<file path="src/rtl/mem_access_stage_if.sv">
// Single-outstanding data-memory bus between the MA stage (master) and data memory (slave).
// A transfer completes in the cycle mem_ready is high while mem_req is high.
interface mem_access_stage_if;
  logic        mem_req;
  logic        mem_we;
  logic [31:0] mem_addr;
  logic [3:0]  mem_be;
  logic [31:0] mem_wdata;
  logic        mem_ready;
  logic [31:0] mem_rdata;

  modport master (
    output mem_req,
    output mem_we,
    output mem_addr,
    output mem_be,
    output mem_wdata,
    input  mem_ready,
    input  mem_rdata
  );

  modport slave (
    input  mem_req,
    input  mem_we,
    input  mem_addr,
    input  mem_be,
    input  mem_wdata,
    output mem_ready,
    output mem_rdata
  );
endinterface

</file>
<file path="src/rtl/mem_access_stage.sv">
// Memory-access pipeline stage: decodes loads/stores, runs one bus transfer at a time,
// lane-aligns store data, extends load data and stalls the pipeline while busy.
module mem_access_stage #(
  parameter int unsigned TIMEOUT = 16,
  parameter int unsigned CNT_W   = 5
) (
  input  logic                    clk,
  input  logic                    rst,
  input  logic                    valid_M,
  input  logic [31:0]             Instr_M,
  input  logic [31:0]             ALU_Result_M,
  input  logic [31:0]             Write_Data_M,
  mem_access_stage_if.master      bus,
  output logic [31:0]             Read_Data_M,
  output logic                    Stall_M,
  output logic                    Misalign_M,
  output logic                    Bus_Err_M
);

  localparam logic [6:0] OpLoad  = 7'b0000011;
  localparam logic [6:0] OpStore = 7'b0100011;

  typedef enum logic [1:0] {StIdle, StReq, StDone} state_e;

  state_e state_q, state_d;

  logic [31:0]      addr_q;
  logic [3:0]       be_q;
  logic [31:0]      wdata_q;
  logic             we_q;
  logic [2:0]       funct3_q;
  logic [1:0]       lo_q;
  logic [CNT_W-1:0] cnt_q, cnt_d;
  logic [31:0]      rd_q, rd_d;
  logic             berr_q, berr_d;
  logic             latch_en;
  logic             stall;

  // Decode of the instruction currently sitting in MA
  logic [6:0]  opcode;
  logic [2:0]  funct3;
  logic [1:0]  addr_lo;
  logic        is_load, is_store, is_mem;
  logic        size_byte, size_half, size_word;
  logic        misaligned;
  logic        mem_op;
  logic [3:0]  be_next;
  logic [31:0] wdata_next;

  logic unused_instr_bits;
  assign unused_instr_bits = ^{Instr_M[31:15], Instr_M[11:7]};

  assign opcode    = Instr_M[6:0];
  assign funct3    = Instr_M[14:12];
  assign addr_lo   = ALU_Result_M[1:0];
  assign is_load   = (opcode == OpLoad);
  assign is_store  = (opcode == OpStore);
  assign is_mem    = is_load | is_store;

  // funct3[1:0] picks the size; unlisted encodings fall through to word
  assign size_byte = (funct3[1:0] == 2'b00);
  assign size_half = (funct3[1:0] == 2'b01);
  assign size_word = ~size_byte & ~size_half;

  assign misaligned = (size_half & addr_lo[0]) | (size_word & (addr_lo != 2'b00));
  assign mem_op     = valid_M & is_mem & ~misaligned;

  always_comb begin
    be_next    = 4'b1111;
    wdata_next = Write_Data_M;
    if (size_byte) begin
      be_next    = 4'b0001 << addr_lo;
      wdata_next = {4{Write_Data_M[7:0]}};
    end else if (size_half) begin
      be_next    = 4'b0011 << addr_lo;
      wdata_next = {2{Write_Data_M[15:0]}};
    end
  end

  // Load extraction uses the latched size/offset, since the bus result arrives in REQ
  logic [31:0] rdata_shift;
  logic [7:0]  ld_byte;
  logic [15:0] ld_half;
  logic [31:0] load_ext;

  assign rdata_shift = bus.mem_rdata >> {lo_q, 3'b000};
  assign ld_byte     = rdata_shift[7:0];
  assign ld_half     = lo_q[1] ? bus.mem_rdata[31:16] : bus.mem_rdata[15:0];

  always_comb begin
    load_ext = bus.mem_rdata;
    unique case (funct3_q[1:0])
      2'b00:   load_ext = {{24{~funct3_q[2] & ld_byte[7]}}, ld_byte};
      2'b01:   load_ext = {{16{~funct3_q[2] & ld_half[15]}}, ld_half};
      default: load_ext = bus.mem_rdata;
    endcase
  end

  always_comb begin
    state_d  = state_q;
    cnt_d    = cnt_q;
    rd_d     = rd_q;
    berr_d   = 1'b0;
    latch_en = 1'b0;
    stall    = 1'b0;
    unique case (state_q)
      StIdle: begin
        stall = mem_op;
        if (mem_op) begin
          latch_en = 1'b1;
          cnt_d    = '0;
          state_d  = StReq;
        end
      end
      StReq: begin
        stall = 1'b1;
        if (bus.mem_ready) begin
          if (!we_q) rd_d = load_ext;
          state_d = StDone;
        end else if (cnt_q == CNT_W'(TIMEOUT - 1)) begin
          berr_d  = 1'b1;
          state_d = StDone;
        end else begin
          cnt_d = cnt_q + CNT_W'(1);
        end
      end
      StDone: begin
        state_d = StIdle;
      end
      default: begin
        state_d = StIdle;
      end
    endcase
  end

  always_ff @(posedge clk or posedge rst) begin
    if (rst) begin
      state_q  <= StIdle;
      addr_q   <= '0;
      be_q     <= '0;
      wdata_q  <= '0;
      we_q     <= 1'b0;
      funct3_q <= '0;
      lo_q     <= '0;
      cnt_q    <= '0;
      rd_q     <= '0;
      berr_q   <= 1'b0;
    end else begin
      state_q <= state_d;
      cnt_q   <= cnt_d;
      rd_q    <= rd_d;
      berr_q  <= berr_d;
      if (latch_en) begin
        addr_q   <= {ALU_Result_M[31:2], 2'b00};
        be_q     <= be_next;
        wdata_q  <= wdata_next;
        we_q     <= is_store;
        funct3_q <= funct3;
        lo_q     <= addr_lo;
      end
    end
  end

  // mem_req decodes from state so an async reset drops it immediately
  assign bus.mem_req   = (state_q == StReq);
  assign bus.mem_we    = we_q;
  assign bus.mem_addr  = addr_q;
  assign bus.mem_be    = be_q;
  assign bus.mem_wdata = wdata_q;

  assign Read_Data_M = rd_q;
  assign Bus_Err_M   = berr_q;
  assign Stall_M     = stall & ~rst;
  assign Misalign_M  = (state_q == StIdle) & valid_M & is_mem & misaligned & ~rst;

endmodule

</file>
<file path="src/flat_wrapper.sv">
// flat-port wrapper written by rule: the top's interface ports become plain ports
module mem_access_stage_flat 
#(
  parameter int unsigned TIMEOUT = 16,
  parameter int unsigned CNT_W   = 5
)
  (clk, rst, valid_M, Instr_M, ALU_Result_M, Write_Data_M, Read_Data_M, Stall_M, Misalign_M, Bus_Err_M, bus_mem_req, bus_mem_we, bus_mem_addr, bus_mem_be, bus_mem_wdata, bus_mem_ready, bus_mem_rdata);
  mem_access_stage_if bus_i ();
  input  logic clk;
  input  logic rst;
  input  logic valid_M;
  input  logic [31:0] Instr_M;
  input  logic [31:0] ALU_Result_M;
  input  logic [31:0] Write_Data_M;
  output logic [31:0] Read_Data_M;
  output logic Stall_M;
  output logic Misalign_M;
  output logic Bus_Err_M;
  output wire logic [$bits(bus_i.mem_req)-1:0] bus_mem_req;
  output wire logic [$bits(bus_i.mem_we)-1:0] bus_mem_we;
  output wire logic [$bits(bus_i.mem_addr)-1:0] bus_mem_addr;
  output wire logic [$bits(bus_i.mem_be)-1:0] bus_mem_be;
  output wire logic [$bits(bus_i.mem_wdata)-1:0] bus_mem_wdata;
  input wire logic [$bits(bus_i.mem_ready)-1:0] bus_mem_ready;
  input wire logic [$bits(bus_i.mem_rdata)-1:0] bus_mem_rdata;
  assign bus_mem_req = bus_i.mem_req;
  assign bus_mem_we = bus_i.mem_we;
  assign bus_mem_addr = bus_i.mem_addr;
  assign bus_mem_be = bus_i.mem_be;
  assign bus_mem_wdata = bus_i.mem_wdata;
  assign bus_i.mem_ready = bus_mem_ready;
  assign bus_i.mem_rdata = bus_mem_rdata;
  mem_access_stage #(.TIMEOUT(TIMEOUT), .CNT_W(CNT_W)) u_core (.clk(clk), .rst(rst), .valid_M(valid_M), .Instr_M(Instr_M), .ALU_Result_M(ALU_Result_M), .Write_Data_M(Write_Data_M), .bus(bus_i), .Read_Data_M(Read_Data_M), .Stall_M(Stall_M), .Misalign_M(Misalign_M), .Bus_Err_M(Bus_Err_M));
endmodule
</file>
<file path="config.mk">
export PLATFORM = sky130hd
export DESIGN_NAME = mem_access_stage_flat
export DESIGN_NICKNAME = d
export VERILOG_FILES = /design/src/rtl/mem_access_stage_if.sv /design/src/rtl/mem_access_stage.sv /design/src/flat_wrapper.sv
export SDC_FILE = /design/constraint.sdc
export NUM_CORES = 1
export LEC_CHECK = 0
export ABC_AREA = 1
export CAP_MARGIN = 20
export CORE_MARGIN = 2
export CORE_UTILIZATION = 43
export DETAILED_ROUTE_END_ITERATION = 10
export PLACE_DENSITY = 0.82
export SYNTH_ARGS = -nofsm -noshare
export SYNTH_HDL_FRONTEND = slang
export SYNTH_SLANG_ARGS = --single-unit
</file>
<file path="constraint.sdc">
create_clock -name clk -period 6.2 [get_ports clk]
set_input_delay 1.24 -clock clk [delete_from_list [all_inputs] [get_ports clk]]
set_output_delay 1.24 -clock clk [all_outputs]
set_load 0.02 [all_outputs]
</file>
* After elaboration in Yosys (flattened, before gate mapping)
Cells that the tools add are included.
** Storage, ports and cells
- Input bits :: 132
- Register bits :: 112
- Logic and storage cells :: 72
- Output and inout port bits :: 105
** Cells by class
- Shift-type cells :: 3
- Bitwise logic cells :: 20
- Mux-type cells :: 20
- Add/sub/neg operators :: 1
- Reductions and logical operators :: 8
- Equality and inequality tests :: 10
** Operators with widths (number)
- 32-bit 2-to-1 mux :: 2
- 32-bit one-hot mux with 2 select lines :: 1
- 32-bit by 5-bit >> shifter with 8-bit output :: 1
- 16-bit 2-to-1 mux :: 1
- 5-bit 2-to-1 mux :: 3
- 1-bit bitwise AND :: 12
- 5-bit one-hot mux with 2 select lines :: 1
- 4-bit 2-to-1 mux :: 2
- 7-bit by 2-bit == test with 1-bit output, second input constant :: 1
- 7-bit by 6-bit == test with 1-bit output, second input constant :: 1
- 2-bit by 1-bit == test with 1-bit output, second input constant :: 3
- 2-bit logical NOT :: 3
- 2-bit 2-to-1 mux :: 3
- 1-bit NOT :: 6
- 5-bit by 1-bit adder with 5-bit output, second input constant :: 1
- 5-bit by 4-bit == test with 1-bit output, second input constant :: 1
- 1-bit 2-to-1 mux :: 5
- 2-bit inequality test, second input constant :: 2
- 2-bit one-hot mux with 2 select lines :: 1
- 4-bit AND reduction :: 1
- 2-bit nonzero test :: 2
- 1-bit by 2-bit left shift with 4-bit output, first input constant :: 1
- 2-bit by 2-bit left shift with 4-bit output, first input constant :: 1
- 3-bit by 1-bit inequality test with 1-bit output, second input constant :: 1
- 5 further kinds :: 6

* Longest topological paths before layout
Gate-level depths: netlist of the first run.
- Depth after elaboration :: 9
- Gate-level depth with buffers :: 10
- Depth with buffers taken out :: 9

* Least setup slack after synthesis of the first run
No wires, ideal clock.
- Kind :: input-to-output
- Start :: in rst
- End :: out Misalign_M
- Path buffers :: 0
- Stages :: 3
- Setup slack :: 0.835 ns
- Data arrival time :: 4.125 ns
- Required time :: 4.960 ns
- Path through :: inv_1 > nand3_1 > nor2_1
** Between the ends
- Cells in the longest elaborated chain, start to end :: 2
** Ends and longest elaborated chain
- start: declaration :: line flat_wrapper.sv:10 : input logic rst;
- 1-bit NOT :: line mem_access_stage.sv:174 : assign Misalign_M = (state_q == StIdle) & valid_M & is_mem & misaligned & ~rst;
- 1-bit bitwise AND :: line mem_access_stage.sv:174
- end: declaration :: line flat_wrapper.sv:17 : output logic Misalign_M;
Every way passes these cells.

* Final worst setup path of the first run
- Start :: in Instr_M[13]
- End :: out Stall_M
** Between the ends
- Cells in the longest elaborated chain, start to end :: 9
- Elaborated cells on any way between the ends :: 12
- Classes of those cells :: eq/ne (1); mux (1); bitwise (9); reduce/logical (1)
** Ends and longest elaborated chain
- start: declaration :: line flat_wrapper.sv:12 : input logic [31:0] Instr_M;
- 2-bit by 1-bit == test with 1-bit output or 2-bit logical NOT (tied branches) :: line mem_access_stage.sv:62, mem_access_stage.sv:61
- 1-bit NOT :: line mem_access_stage.sv:63 : assign size_word = ~size_byte & ~size_half;
- 1-bit bitwise AND :: line mem_access_stage.sv:63
- 1-bit bitwise AND :: line mem_access_stage.sv:65 : assign misaligned = (size_half & addr_lo[0]) | (size_word & (addr_lo != 2'b00));
- 1-bit OR (*) :: line mem_access_stage.sv:65
- 1-bit NOT (*) :: line mem_access_stage.sv:66 : assign mem_op = valid_M & is_mem & ~misaligned;
- 1-bit bitwise AND (*) :: line mem_access_stage.sv:66
- 1-bit one-hot mux with 2 select lines (*) :: line mem_access_stage.sv:106 : unique case (state_q)
- 1-bit bitwise AND (*) :: line mem_access_stage.sv:173 : assign Stall_M = stall & ~rst;
- end: declaration :: line flat_wrapper.sv:16 : output logic Stall_M;
Mark *: on every way between the ends. The rest lies on a longest branch, timed or not.

==> impl_results.md, run 1 <==
* CTS buffer count at 9
* Final Cell Area at 7870 um^2
* Setup Slack @ Placement at 1790 ps
* Syn Area/Cell at 7.92 um^2
* RSZ-0062 raised after global routing: false
* Worst endpoint required time at 4960 ps
* DRC viols at 0
* Hold Crit Class: flop to flop
* Die Ht at 116 um
* Clock Sink Count at 112
* Layout cells sized above 1 at 0.0511
* DP Cell Count at 1032
* CTS Buffer Depth at 2
* Multi-input logic area at 2190 um^2
* Share of the synthesized area in the top cell type at 0.518
* Final Skew at 7.25 ps
* Slew HR at 0.407
* Clk slew on worst S/H paths at 70 ps
* First-pass GRT wire length at 23300 um
* Vias in the first global route at 4741
* Synth cell types at 30
* Top post-synthesis cells by area: dfrtp_1 (52%), nand2_1 (17%), o21ai_0 (6.2%), a21oi_1 (5.2%), nor2_1 (3.7%)
* Die Wd at 116 um
* Antenna violations before repair at 0
* CP dominant cell by count: clkdlybuf4s50_1
* Crit path time final at 4400 ps
* Clk Latency, worst-skew pair at 350 ps
* Initial Utilization at 0.445
* Most frequent standard cell in the layout excluding fill and tap cells: nand2_1
* Final ANT Viol Nets at 0
* Routability cong. at 0.841
* Starting DRT DRC Count at 376
* Crit-path cells: clkdlybuf4s50_1, inv_4, nand3_1, o21ai_1, inv_2, nand3_4, a21oi_2, clkdlybuf4s50_1
* Core box area at 12200 um^2
* Maxcap violations at 0
* Routed wire per std cell at 14.1 um
* Fin crit share at 0.710
* DRT Pass-1 Iters at 7
* Setup ws final at 1800 ps
* Finished Layout Cells at 1048
* Setup TNS at 0 ps
* Most frequent cells in the layout: nand2_1 (245), clkdlybuf4s50_1 (212), dfrtp_1 (112), o21ai_0 (67), a21oi_1 (56)
* CTS tree: done
* Ports at 237
* CP max-delay cell: clkdlybuf4s50_1
* Cell taking the most area after synthesis: dfrtp_1
* Type of the worst setup path: primary input to output port
* Post-cts resize count at 0
* CP top delay family: buffers and inverters
* Warnings from Yosys at 0
* Synth Instances at 683
* CP Capture Type: output port
* Synthesized flop and latch total at 112
* Mapped cell area at 5410 um^2
* Clock root buffer: clkbuf_16
* CP arrival at 3160 ps
* CP max stage delay at 740 ps
* Status: finished, final reports clean
* DP Wirelength at 10500 um
* PwrDens at 250 nW/um^2
* Slew Viols, Final at 0
* Measured slew at the worst slew-check pin at 890 ps
* Mean number of vias per cell at 4.88
* Buffers on Ports at 212
* Setup violations, final at 0
* Worst Path Buf+Inv at 4
* H-tree levels at 3
* Aggregate global-route resource usage at 0.220
* Largest net degree at the start of global routing at 72
* Post-CTS Setup Bufs at 0
* Ant diodes at 0
* Worst VDD drop at 0.000173 V
* Placed inst area at 7560 um^2
* Hold Buf Count CTS at 0
* Grt ovf at 0
* Pleak at 3.80 nW
* Fillers at 1068
* Rows at 40
* Via count of the routed design at 5112
* Routed WL at 14800 um
* Nets at 1013
* Fmax at 227 MHz
* Syn-to-layout area delta at 45.5%
* Die area at 13500 um^2
* Seq/Total Area, Yosys at 0.518
* Register area at 2800 um^2
* Final hold violations at 0
* Critical Path Start Type: primary input
* CP Max Fanout at 10
worst reg2reg max path, delay by kind of cell (launching register included):
kind | cells | cell delay [ps]
flops | 1 | 850
simple gates | 5 | 770
compound gates | 1 | 140
buf+inv | 1 | 230
Yosys cell counts, drive strengths merged:
| cell | instances |
|---|---|
| o22ai | 3 |
| a22oi | 1 |
| o22a | 1 |
| xor2 | 2 |
| conb | 1 |
| nand2 | 250 |
| nor2 | 54 |
| a21oi | 67 |
| o21ai | 76 |
| buf | 27 |
| nand3 | 18 |
| nand4 | 1 |
| clkbuf | 10 |
| inv | 51 |
| clkinv | 1 |
| or2 | 1 |
| ha | 6 |
| nor3 | 1 |
| dfrtp | 112 |
registers in the layout, summed over array words and instances (netlist names):
| name | flops |
|---|---|
| u_core.lo_q | 2 |
| u_core.Bus_Err_M | 1 |
| u_core.Read_Data_M | 32 |
| u_core.funct3_q | 3 |
| u_core.cnt_q | 5 |
| u_core.bus.mem_we | 1 |
| u_core.bus.mem_addr | 30 |
| u_core.state_q | 2 |
| u_core.bus.mem_be | 4 |
| u_core.bus.mem_wdata | 32 |
power breakdown:
| part | switching, mW | leakage, nW | internal [mW] | total (mW) |
|---|---|---|---|---|
| combinational | 0.271 | 2.14 | 0.244 | 0.515 |
| clock | 0.262 | 0.149 | 0.337 | 0.598 |
| sequential | 0.0477 | 1.51 | 0.808 | 0.856 |
| total | 0.580 | 3.80 | 1.39 | 1.97 |
worst paths after layout:
check                                              startpoint                             endpoint  slack, ps  depth (start not counted)
min reg2reg                u_core.bus.mem_addr[7]$_DFFE_PP0P_   u_core.bus.mem_addr[7]$_DFFE_PP0P_        480                          2
min                        u_core.bus.mem_addr[7]$_DFFE_PP0P_   u_core.bus.mem_addr[7]$_DFFE_PP0P_        480                          2
max in group asynchronous                                 rst  u_core.bus.mem_addr[22]$_DFFE_PP0P_       3560                          3
min in group asynchronous                                 rst   u_core.bus.mem_addr[7]$_DFFE_PP0P_       1350                          2
max                                               Instr_M[13]                              Stall_M       1800                          8
max reg2reg                        u_core.lo_q[1]$_DFFE_PP0P_   u_core.Read_Data_M[25]$_DFFE_PP0P_       4080                          7
routing by layer:
| metal | GRT usage | up-vias | wire (um) |
|---|---|---|---|
| li1 | - | 2541 | - |
| met1 | 0.296 | 2374 | 6480 |
| met2 | 0.350 | 176 | 6990 |
| met3 | 0.0436 | 21 | 946 |
| met4 | 0.0929 | 0 | 371 |
| met5 | 0 | - | 0 |
metrics by stage:
stage | hold WS, ps | util | power (mW)
2_1_floorplan | 469 | - | 1.12
3_3_place_gp | 460 | 0.622 | 1.38
3_5_place_dp | 464 | 0.622 | 1.39
4_1_cts | 483 | 0.647 | 1.99
5_1_grt | 503 | 0.647 | 2.07
6_report | 479 | 0.647 | 1.97
logic make-up after synthesis:
family / share of synthesized area
compound gates: 0.146
xor+xnor: 0.00324
fa+ha+maj: 0.0139
buf+inv: 0.0780
flops: 0.518
other cells: 0.000693
simple gates: 0.239
final cells by class:
cell class	count	area share
clock buffer	12	0.0326
clock inverter	4	0.00652
inverter	52	0.0256
multi-input combinational	483	0.278
sequential	112	0.356
tap	168	0.0267
timing repair buffer	217	0.274
Power figures use the tool's default switching activity.
==> run 2: changes to the inputs <==
==> constraint.sdc (replaced) <==
create_clock -name clk -period 4.1 [get_ports clk]
set_input_delay 0.82 -clock clk [delete_from_list [all_inputs] [get_ports clk]]
set_output_delay 0.82 -clock clk [all_outputs]
set_load 0.02 [all_outputs]
==> run 2 against run 1 <==
Via count is 0.67% lower. Clock skew fell by 1.6 ps. Core utilization grew 0.81 points. Global-route usage is 0.28 points higher. Routed wire length decreased by 1.2%. Highest routed layer unchanged.
==> impl_results.md, run 2 (synthesis results as in run 1) <==
* Vias in the first global route at 4773
* Fillers at 1045
* Most frequent cells in the layout: nand2_1 (245), clkdlybuf4s50_1 (212), dfrtp_1 (112), o21ai_0 (67), a21oi_1 (56)
* Final ANT Viol Nets at 0
* CTS Buffer Depth at 2
* Gr busiest metal: met2
* Crit path time final at 3520 ps
* Tot Pwr at 3.01 mW
* Largest net degree at the start of global routing at 118
* Status: finished, final reports clean
* Clock Sink Count at 112
* Crit-path cells: clkdlybuf4s50_1, inv_1, ha_1, o21ai_1, inv_2, nor2_1, clkdlybuf4s50_1
* Measured slew at the worst slew-check pin at 750 ps
* Hold Buf Count CTS at 0
* DRT Pass-1 Iters at 5
* Worst endpoint required time at 3280 ps
* Antenna violations before repair at 0
* CTS tree: done
* Maxcap violations at 0
* Setup violations, final at 0
* Core Util, Final at 0.655
* Type of the worst setup path: primary input to output port
* Buffers on Ports at 212
* Multi-input logic area at 2190 um^2
* Most frequent standard cell in the layout excluding fill and tap cells: nand2_1
* Slew HR at 0.499
* CP Max Fanout at 4
* Register area at 2800 um^2
* Ports at 237
* Routed wire per std cell at 13.9 um
* Rows at 40
* Clock root buffer: clkbuf_16
* Aggregate global-route resource usage at 0.223
* Worst VDD drop at 0.000255 V
* CP dominant cell by count: clkdlybuf4s50_1
* Starting DRT DRC Count at 350
* GRT met2 Usage at 0.342
* Grt ovf at 0
* Slew Viols, Final at 0
* CP max stage delay at 640 ps
* CTS buffer count at 9
* Die Wd at 116 um
* Mean number of vias per cell at 4.82
* Critical Path Start Type: primary input
* Initial Utilization at 0.445
* Routed WL at 14600 um
* Routability cong. at 0.874
* Ant diodes at 0
* Syn-to-layout area delta at 47.3%
* H-tree levels at 3
* CP arrival at 2700 ps
* Final hold violations at 0
* Fmax at 284 MHz
* Layout cells sized above 1 at 0.0587
* PwrDens at 378 nW/um^2
* GR Layer Usage met3 at 0.0415
* CP max-delay cell: clkdlybuf4s50_1
* First-pass GRT wire length at 23600 um
* RSZ-0062 raised after global routing: false
* DP Wirelength at 10400 um
* Post-cts resize count at 0
* Routing usage on met1 at 0.311
* Core box area at 12200 um^2
* Via count of the routed design at 5078
* CP Capture Type: output port
* Setup ws final at 576 ps
* Nets at 1019
* Post-CTS Setup Bufs at 0
* Setup TNS at 0 ps
* DRC viols at 0
* Final Skew at 5.62 ps
* Clk slew on worst S/H paths at 70 ps
* Die Ht at 116 um
* Clk Latency, worst-skew pair at 340 ps
* Die area at 13500 um^2
* Fin crit share at 0.859
* Finished Layout Cells at 1054
* Hold Crit Class: flop to flop
* Pleak at 3.85 nW
* Setup Slack @ Placement at 570 ps
* DP Cell Count at 1036
[run 2: per-layer routing]
layer,share of wire,routed length (um)
met1,0.44,6430
met2,0.47,6810
met3,0.064,933
met4,0.030,434
met5,0,0
[run 2: power breakdown]
| part | switching (mW) | internal, mW | total, mW |
|---|---|---|---|
| logic | 0.408 | 0.375 | 0.783 |
| registers | 0.0724 | 1.22 | 1.29 |
| clock network | 0.399 | 0.537 | 0.936 |
[run 2: final timing paths]
kind / start / end / slack (ps) / cells past startpoint
max: ALU_Result_M[0] / Misalign_M / 580 / 7
min: u_core.bus.mem_addr[12]$_DFFE_PP0P_ / u_core.bus.mem_addr[12]$_DFFE_PP0P_ / 480 / 2
max reg2reg: u_core.funct3_q[1]$_DFFE_PP0P_ / u_core.Read_Data_M[30]$_DFFE_PP0P_ / 2050 / 6
min reg2reg: u_core.bus.mem_addr[12]$_DFFE_PP0P_ / u_core.bus.mem_addr[12]$_DFFE_PP0P_ / 480 / 2
max in group asynchronous: rst / u_core.Read_Data_M[29]$_DFFE_PP0P_ / 2170 / 5
min in group asynchronous: rst / u_core.bus.mem_wdata[4]$_DFFE_PP0P_ / 990 / 3
[run 2: area by class of cell]
type / count / area share
repair buffers: 223 / 0.282
multi-input cells: 483 / 0.274
clock inverters: 7 / 0.0119
flip-flops and latches: 112 / 0.352
well taps: 168 / 0.0264
inverters: 52 / 0.0254
clock buffers: 9 / 0.0283
[run 2: worst max-delay path: cells and delay by family]
| kind | cells | cell delay (ps) |
|---|---|---|
| compound gates | 1 | 210 |
| simple gates | 1 | 100 |
| fa+ha+maj | 1 | 220 |
| buf+inv | 4 | 1350 |
[run 2: per-stage QoR]
| step | cell area, um^2 | hold slack, ps |
|---|---|---|
| final | 7970 | 481 |
| after global routing | 7970 | 500 |
| after CTS | 7910 | 483 |
| after detailed placement | 7590 | 464 |
| after global placement | 7590 | 460 |
| after floorplan | 5420 | 469 |
==> edit: new RTL, config.mk and constraints of run 2 <==
Register the output `Bus_Err_M` once more; this adds one clock of latency there. The other outputs are not delayed to match.
--- a/src/rtl/mem_access_stage.sv
+++ b/src/rtl/mem_access_stage.sv
@@ -170,5 +170,7 @@
 
   assign Read_Data_M = rd_q;
-  assign Bus_Err_M   = berr_q;
+  always_ff @(posedge clk) begin
+    Bus_Err_M <= berr_q;
+  end
   assign Stall_M     = stall & ~rst;
   assign Misalign_M  = (state_q == StIdle) & valid_M & is_mem & misaligned & ~rst;
Behaviour: same outputs for any inputs over 10 cycles, from zero or initial values and one cycle with rst high; that may be too few to reach the edited logic, so the function may still have changed.
==> edit against run 2 <==
- final area up 3.3%
- combinational power down 0.5%
- routed wire length up 3.3%
- utilization up 0.52 points
- hold slack worse by 130 ps
- critical path depth up 1
- via count up 2.5%
- synthesized area up 0.37%
- setup slack worse by 110 ps
- total power up 20%
- clock skew up 1.0 ps
- die area up 0.36%
- sequential cell count up 1
- count of clock-buffer cells in the layout up 13
- critical path type unchanged
==> edit: results <==
{
  "synth-compound-area-share_pct": 14.6,
  "synthFlopType": "dfrtp_1",
  "path_max_fanout": 16,
  "numCtsBuffers": 17,
  "yosys.area_share.adder_pct": 1.38,
  "status": "complete, no violations",
  "core-area_um2": 12500,
  "grt_max_degree": 104,
  "routed_via_density": 4.86,
  "seqCellArea_um2": 2820,
  "synth_xor_area_share_pct": 0.323,
  "wire_per_inst_um": 14.1,
  "clock-sinks": 113,
  "yosys-top-cells-area": "dfrtp_1, nand2_1, o21ai_0, a21oi_1, nor2_1",
  "multi_input_area_share_pct": 26.6,
  "dp_hpwl_um": 10600,
  "ys_types": 31,
  "post_route_cells_drive_above_1_share_pct": 6.89,
  "critPathArrivalTime_ps": 2810,
  "clk_share_pct": 7.55,
  "clk_pin_slew_worst_paths_ps": 50,
  "placed_area_um2": 7610,
  "synth_common_cells": "nand2_1, dfrtp_1, o21ai_0",
  "skew_ps": 6.64,
  "n_all_buffers": 220,
  "clkbuf_count": 22,
  "vdd_drop_max_mv": 0.243,
  "firstDrtPassIters": 4,
  "postSynthCellCount": 684,
  "final_cells": 1072,
  "dpl_worst_slack_ps": 447,
  "dp_cells": 1040,
  "grt_pass1_vias": 4871,
  "async_flop_share_pct": 99.1,
  "htreeDepth": 4,
  "antenna_found_initial": 0,
  "nonClkBufAreaFrac_pct": 26.5,
  "worstMarginPinSlew_ps": 909,
  "insertion_delay_ps": 400,
  "synth-seq-area-share_pct": 52.0,
  "nFillCells": 1052,
  "grt_pass1_wl_um": 24100,
  "drt_iter0_drc": 460,
  "place.gp.congestion": 0.862,
  "finish.instance_area_um2": 8230,
  "synthMuxAreaShare_pct": 0,
  "critical_path.max_stage_delay_ps": 620
}
==> edit: final timing paths <==
check | start | to | slack, ps | depth (start not counted)
min in group asynchronous | rst | u_core.bus.mem_wdata[1] | 1020 | 3
max in group asynchronous | rst | u_core.cnt_q[3] | 1830 | 4
setup reg to reg | u_core.funct3_q[1] | u_core.Read_Data_M[27] | 1930 | 8
hold / removal | u_core.berr_q | u_core.Bus_Err_M | 350 | 0
setup / recovery | ALU_Result_M[1] | Stall_M | 470 | 8
hold reg to reg | u_core.berr_q | u_core.Bus_Err_M | 350 | 0
==> edit: routing by layer <==
metal / share of wire [%] / GRT usage (%)
met1: 43 / 29.8
met2: 49 / 37.7
met3: 6.9 / 5.81
met4: 1.7 / 7.86
met5: 0 / 0
==> edit: where the power goes <==
| part | internal, mW | switching, mW | leakage (nW) | total [mW] |
|---|---|---|---|---|
| logic | 0.370 | 0.409 | 2.15 | 0.779 |
| clock network | 1.05 | 0.494 | 0.296 | 1.54 |
| registers | 1.23 | 0.0772 | 1.52 | 1.31 |
